### config.mk
export PLATFORM = sky130hd
export DESIGN_NAME = packet_transmitter
export DESIGN_NICKNAME = d
export VERILOG_FILES = /design/src/rtl/packet_transmitter.sv
export SDC_FILE = /design/constraint.sdc
export NUM_CORES = 1
export LEC_CHECK = 0
export CAP_MARGIN = 20
export CORE_UTILIZATION = 44
export CTS_CLUSTER_DIAMETER = 200
export CTS_CLUSTER_SIZE = 40
export DETAILED_ROUTE_END_ITERATION = 6
export GPL_ROUTABILITY_DRIVEN = 0
export PLACE_DENSITY_LB_ADDON = 0.12
export SLEW_MARGIN = 0
export SYNTH_ARGS = -nofsm -noshare
export SYNTH_HDL_FRONTEND = slang
export SYNTH_SLANG_ARGS = --single-unit
### constraint.sdc
create_clock -name clk -period 2.3 [get_ports clk]
set_input_delay 0.46 -clock clk [delete_from_list [all_inputs] [get_ports clk]]
set_output_delay 0.46 -clock clk [all_outputs]
set_load 0.02 [all_outputs]
### src/rtl/packet_transmitter.sv
// packet_transmitter: drains buffered frames from a FWFT frame FIFO and applies
// the per-frame permit/deny decision. Permitted frames go out on the AXI-Stream
// TX port followed by an inter-frame gap; denied frames are popped and discarded.
// Wrapping counters track transmitted and dropped frames.
module packet_transmitter #(
  parameter int C_m_axis_txd_TDATA_WIDTH = 32,
  parameter int IFG_CYCLES               = 3,
  parameter int CNT_WIDTH                = 16
) (
  input  logic                                clk,
  input  logic                                rst,
  input  logic [C_m_axis_txd_TDATA_WIDTH-1:0] i_buf_rd_data,
  input  logic                                i_buf_rd_last,
  input  logic                                i_buf_empty,
  output logic                                o_buf_rd_en,
  input  logic                                i_decision_valid,
  input  logic                                i_decision_permit,
  output logic                                o_decision_ready,
  output logic [C_m_axis_txd_TDATA_WIDTH-1:0] o_txd_tdata,
  output logic                                o_txd_tvalid,
  output logic                                o_txd_tlast,
  input  logic                                i_txd_tready,
  output logic [CNT_WIDTH-1:0]                o_tx_frame_cnt,
  output logic [CNT_WIDTH-1:0]                o_drop_frame_cnt,
  output logic                                o_underrun
);

  localparam int GW = (IFG_CYCLES > 1) ? $clog2(IFG_CYCLES) : 1;
  localparam logic [GW-1:0] GAP_LAST = GW'((IFG_CYCLES > 0) ? IFG_CYCLES - 1 : 0);

  typedef enum logic [2:0] {
    IDLE,
    SEND,
    WAIT_LAST,
    DROP,
    GAP
  } state_t;

  state_t                                r_state;
  state_t                                w_next_state;
  logic [C_m_axis_txd_TDATA_WIDTH-1:0]   r_tdata;
  logic                                  r_tvalid;
  logic                                  r_tlast;
  logic [CNT_WIDTH-1:0]                  r_tx_cnt;
  logic [CNT_WIDTH-1:0]                  r_drop_cnt;
  logic [GW-1:0]                         r_gap_cnt;
  logic                                  w_slot;
  logic                                  w_load;
  logic                                  w_tx_last_hs;
  logic                                  w_drop_last;
  logic                                  w_gap_done;

  // Output register is free when empty or being handed off this cycle
  assign w_slot       = !r_tvalid || i_txd_tready;
  assign w_load       = (r_state == SEND) && o_buf_rd_en;
  assign w_tx_last_hs = r_tvalid && i_txd_tready && r_tlast;
  assign w_drop_last  = (r_state == DROP) && o_buf_rd_en && i_buf_rd_last;
  assign w_gap_done   = (r_gap_cnt == GAP_LAST);

  assign o_txd_tdata      = r_tdata;
  assign o_txd_tvalid     = r_tvalid;
  assign o_txd_tlast      = r_tlast;
  assign o_tx_frame_cnt   = r_tx_cnt;
  assign o_drop_frame_cnt = r_drop_cnt;

  // State register
  always_ff @(posedge clk) begin
    if (!rst) begin
      r_state <= IDLE;
    end else begin
      r_state <= w_next_state;
    end
  end

  // Next-state selection
  always_comb begin
    w_next_state = r_state;
    case (r_state)
      IDLE: begin
        if (i_decision_valid && o_decision_ready) begin
          w_next_state = i_decision_permit ? SEND : DROP;
        end
      end
      SEND: begin
        if (w_load && i_buf_rd_last) begin
          w_next_state = WAIT_LAST;
        end
      end
      WAIT_LAST: begin
        if (w_tx_last_hs) begin
          w_next_state = (IFG_CYCLES == 0) ? IDLE : GAP;
        end
      end
      DROP: begin
        if (w_drop_last) begin
          w_next_state = IDLE;
        end
      end
      GAP: begin
        if (w_gap_done) begin
          w_next_state = IDLE;
        end
      end
      default: w_next_state = IDLE;
    endcase
  end

  // FIFO pop, decision handshake and underrun flag, all held low during reset
  always_comb begin
    o_decision_ready = 1'b0;
    o_buf_rd_en      = 1'b0;
    o_underrun       = 1'b0;
    if (rst) begin
      case (r_state)
        IDLE: o_decision_ready = !i_buf_empty;
        SEND: begin
          o_buf_rd_en = w_slot && !i_buf_empty;
          o_underrun  = w_slot && i_buf_empty;
        end
        DROP: o_buf_rd_en = !i_buf_empty;
        default: ;
      endcase
    end
  end

  // TX output register: load on a free slot, clear after a handshake with no reload
  always_ff @(posedge clk) begin
    if (!rst) begin
      r_tdata  <= '0;
      r_tvalid <= 1'b0;
      r_tlast  <= 1'b0;
    end else if (w_load) begin
      r_tdata  <= i_buf_rd_data;
      r_tlast  <= i_buf_rd_last;
      r_tvalid <= 1'b1;
    end else if (r_tvalid && i_txd_tready) begin
      r_tvalid <= 1'b0;
      r_tlast  <= 1'b0;
    end
  end

  // Frame counters and inter-frame gap timer
  always_ff @(posedge clk) begin
    if (!rst) begin
      r_tx_cnt   <= '0;
      r_drop_cnt <= '0;
      r_gap_cnt  <= '0;
    end else begin
      if (w_tx_last_hs) begin
        r_tx_cnt <= r_tx_cnt + CNT_WIDTH'(1);
      end
      if (w_drop_last) begin
        r_drop_cnt <= r_drop_cnt + CNT_WIDTH'(1);
      end
      if ((r_state == GAP) && !w_gap_done) begin
        r_gap_cnt <= r_gap_cnt + GW'(1);
      end else begin
        r_gap_cnt <= '0;
      end
    end
  end

endmodule

After elaboration in Yosys (flattened, before gate mapping)
Cells that the tools add are included.

word-level totals
  register bits after elaboration = 71
  input bits = 39
  logic and storage cells = 54

cells by class
  $add $sub $neg = 3
  equality and inequality tests = 10
  mux-type cells = 16
  reductions and logical operators = 18

operator list
  kind                   number
  $add 16x1->16 const B  2
  $mux 3                 5
  $pmux 3 s5             1
  $logic_and 1x1->1      10
  $mux 1                 8
  $ne 2x2->1 const B     4
  $eq 3x2->1 const B     2
  $reduce_and 5->1       1
  $eq 3x1->1 const B     1
  $eq 3x3->1 const B     1
  $logic_not 1->1        3
  $logic_not 3->1        1
  $add 2x1->2 const B    1
  $eq 2x2->1 const B     1
  $mux 2                 1
  $ne 2x1->1 const B     1
  $pmux 1 s2             1
  $reduce_and 2->1       1
  $reduce_bool 2->1      1
  $logic_or 1x1->1       1

Depth between registers and ports, before layout
  depth after elaboration = 9
  depth in mapped cells = 7
  depth with buffers taken out = 5

Least setup slack after synthesis
No wires, ideal clock.

  kind = in2out
  start point = in rst
  end point = out o_decision_ready
  data arrival time = 1484 ps
  required time = 1840 ps
  path slack = 356 ps
  stages = 3
  cell sequence = clkbuf_1 -> nand2b_1 -> nor4_1

between the ends
  cells in the longest elaborated chain, start to end = 1

RTL lines
  item                line  source
  start: declaration  11    input logic rst,
  $mux 1              113   if (rst) begin
  end: declaration    18    output logic o_decision_ready,

Every way passes these cells.

Worst setup path after layout
  start point = in i_txd_tready
  end point = out o_buf_rd_en

between the ends
  cells in the longest elaborated chain, start to end = 4

RTL lines
  item                line  source
  start: declaration  22    input logic i_txd_tready,
  $logic_or 1x1->1    54    assign w_slot = !r_tvalid || i_txd_tready;
  $logic_and 1x1->1   117   o_buf_rd_en = w_slot && !i_buf_empty;
  $pmux 1 s2          114   case (r_state)
  $mux 1              113
  end: declaration    15    output logic o_buf_rd_en,

Every way passes these cells.

==> results.md <==
* Yosys top cell by area: dfxtp_1
* Root buffer cell: clkbuf_8
* Setup CP Type: primary input to output pin
* Clk_lat worst skew at 0.34 ns
* Pre-antenna DRT Iters at 6
* Ys flop type: dfxtp_1
* PortBufs at 107
* CTS tree: done
* RSZ-0062 raised after global routing: no
* Via count at 2856
* Post-synth EDFFs at 0
* Mapped cell area at 2980 sq um
* Commonest non-fill, non-tap cell in the layout: clkdlybuf4s50_1
* Post-Route WL at 7320 um
* Routed Antenna Nets at 0
* DR WL/cell at ~13 um
* Hold_ws at around 0.42 ns
* First-pass GRT wire length at 12100 um
* Final Max Slew Viols at 0
* Die Area at 7090 sq um
* Total GRT Usage at 21.2%
* Critical path's slowest cell: clkdlybuf4s50_1
* Rel. slew slack at 75.8%
* Critical path cell sequence: clkdlybuf4s50_1 > or2b_2 > o21a_1 > dlygate4sd2_1
* Post-synth top area share at 47.8%
* Synth Register Bits at 71
* Synth Area per Inst at 8.31 sq um
* Power per cell area at between 500 and 600 nW/um^2
* Largest net degree at the start of global routing at 34
* CP top delay family: buffers and inverters
* CTS buffer count at 9
* Max-Cap Viols at 0
* H-tree depth at 3
* Synth warn at 0
* Layout area overhead at 48.0%
* Arr. time, crit path at 1.73 ns
* Synthesized Nets at 400
* Final setup violation count at 0
* Grt ovf at 0
* Worst Hold Class: flip-flop to flip-flop
* Placed Cells incl. Taps at 536
* CTS Buffer Depth at 2
* Antenna cells at 0
* Chip height at ~84 um
* Crit share post-route at 95.2%
* Crit Path Max Fanout at 7
* Layout cells sized above 1 at 8.00%
* Most frequent cells in the layout: clkdlybuf4s50_1, nand2_1, dfxtp_1
* Failing checks: DRC
* Leakage at 1.56 nW
* Clk_skew at 0.00779 ns
* Fin nets at 512
* Via-to-Cell Ratio at 5.17
* Max Clock Freq at ~460 MHz
* Setup Buffers After CTS at 0
* Vias in the first global route at between 2000 and 3000
* Fin crit period at between 2 and 2.5 ns
* Initial DRC Count at ~120
* CP Capture Type: output pin
* Async S/R FF share, synth at 0%
* Row count at 29
* Core area at 6420 sq um
* Initial core utilization at 46.3%
* Setup TNS at 0 ns
* Gate Count Post-Synth at around 360
* Synth area leaders: dfxtp_1, nand2_1, a21oi_1, nor2_1, o21ai_0
* Peak VDD IR at 0.327 mV
* Non-filler cells, final at about 550
* Worst slew pin tran at 0.363 ns
* Outcome: finished with violations
* Detailed Place HPWL at 5260 um
* Die W at 84.2 um
* Buf/Inv on CP at 2
* Final hold violations at 0
* Sequential element share of the synthesized area at 47.8%
* Worst Path Required at between 1.5 and 2 ns
* Delay of the slowest cell on the worst path at 0.42 ns
* Hold buffers post-CTS at 0
* Initial antenna violation count at 0
* DRC viols at 12
* IO Pins at 108
* Yosys cell types at 40
* Clk slew on worst S/H paths at 0.07 ns
* CP Launch Type: primary input
* Clock Sinks at between 70 and 80
-- cells in the mapped netlist (4+ instances only) --
library cell  instances
nand4_1              11
clkbuf_1             12
inv_1                 8
nand3_1               7
xnor2_1               8
or3_1                10
o21ai_0              14
xor2_1                6
nor4_1                4
nor2_1               24
a21oi_1              48
buf_2                 7
nand2_1              80
dfxtp_1              71
and4_1                4
mux2i_1               6
-- final cells by class --
cell class                      instances  area [sq um]
Sequential cell                        71          1420
Fill cell                             548          2020
Timing Repair Buffer                  121          1200
Clock inverter                          5          81.3
Multi-Input combinational cell        258          1430
Tap cell                               77          96.3
Clock buffer                           11           141
Inverter                                9          33.8
-- per-stage QoR --
| stage | total power [mW] | util, % | worst slack, ns | cell area, sq um |
|---|---|---|---|---|
| floorplan | 1.38 | - | 0.356 | 2980 |
| global placement | 1.50 | 65.2 | -0.116 | 4190 |
| detailed placement | 1.50 | 65.2 | -0.106 | 4190 |
| CTS | 2.60 | 68.6 | 0.108 | 4400 |
| global route | 2.68 | 68.6 | 0.0603 | 4400 |
| finish | 2.57 | 68.6 | 0.111 | 4400 |
-- registers in the layout (all words and copies together) (netlist names) --
signal	cells
r_gap_cnt	2
o_tx_frame_cnt	16
o_txd_tlast	1
o_drop_frame_cnt	16
r_state	3
o_txd_tdata	32
o_txd_tvalid	1
-- layer usage --
metal	GRT usage (%)	vias to the layer above	part of all wire, %
li1	-	1452	-
met1	26.1	1325	44
met2	34.4	65	48
met3	7.08	14	6.1
met4	8.15	0	1.9
met5	0	-	0
-- power by group --
part / switching [mW] / internal [mW] / leakage (nW)
sequential: 0.0158 / 1.24 / 0.573
clock: 0.461 / 0.641 / 0.110
combinational: 0.0953 / 0.116 / 0.882
-- worst register-to-register path: stages (launching register included) --
cell and delay (ns):
dfxtp_1 0.54, nor2b_1 0.39, nand4_1 0.34, or3_1 0.40, a21oi_1 0.15
-- worst paths after layout --
check | cells after the start | endpoint | from | slack, ns
setup / recovery | 4 | o_buf_rd_en | i_txd_tready | 0.11
hold / removal | 1 | r_gap_cnt[0]$_SDFF_PN0_ | r_gap_cnt[0]$_SDFF_PN0_ | 0.42
hold reg to reg | 1 | r_gap_cnt[0]$_SDFF_PN0_ | r_gap_cnt[0]$_SDFF_PN0_ | 0.42
setup reg to reg | 4 | o_drop_frame_cnt[8]$_SDFFE_PN0P_ | r_state[1]$_SDFFE_PN0P_ | 0.41
-- kinds of logic after synthesis --
family,Yosys count,synth area share (%)
buffers and inverters,29,4.08
adders and majority gates,3,1.26
xor gates and xnor gates,14,4.12
muxes,6,2.02
and+or+nand+nor,164,27.9
DFF,71,47.8
AOI/OAI and AO/OA,71,12.9
-- timing repair --
| item | CTS | global route |
|---|---|---|
| endpoints found under the setup margin | 3 | 0 |
| endpoints found under the hold margin | 0 | 0 |
| resized for setup | 3 | 0 |
No activity file was read; power rests on OpenSTA's default activity.
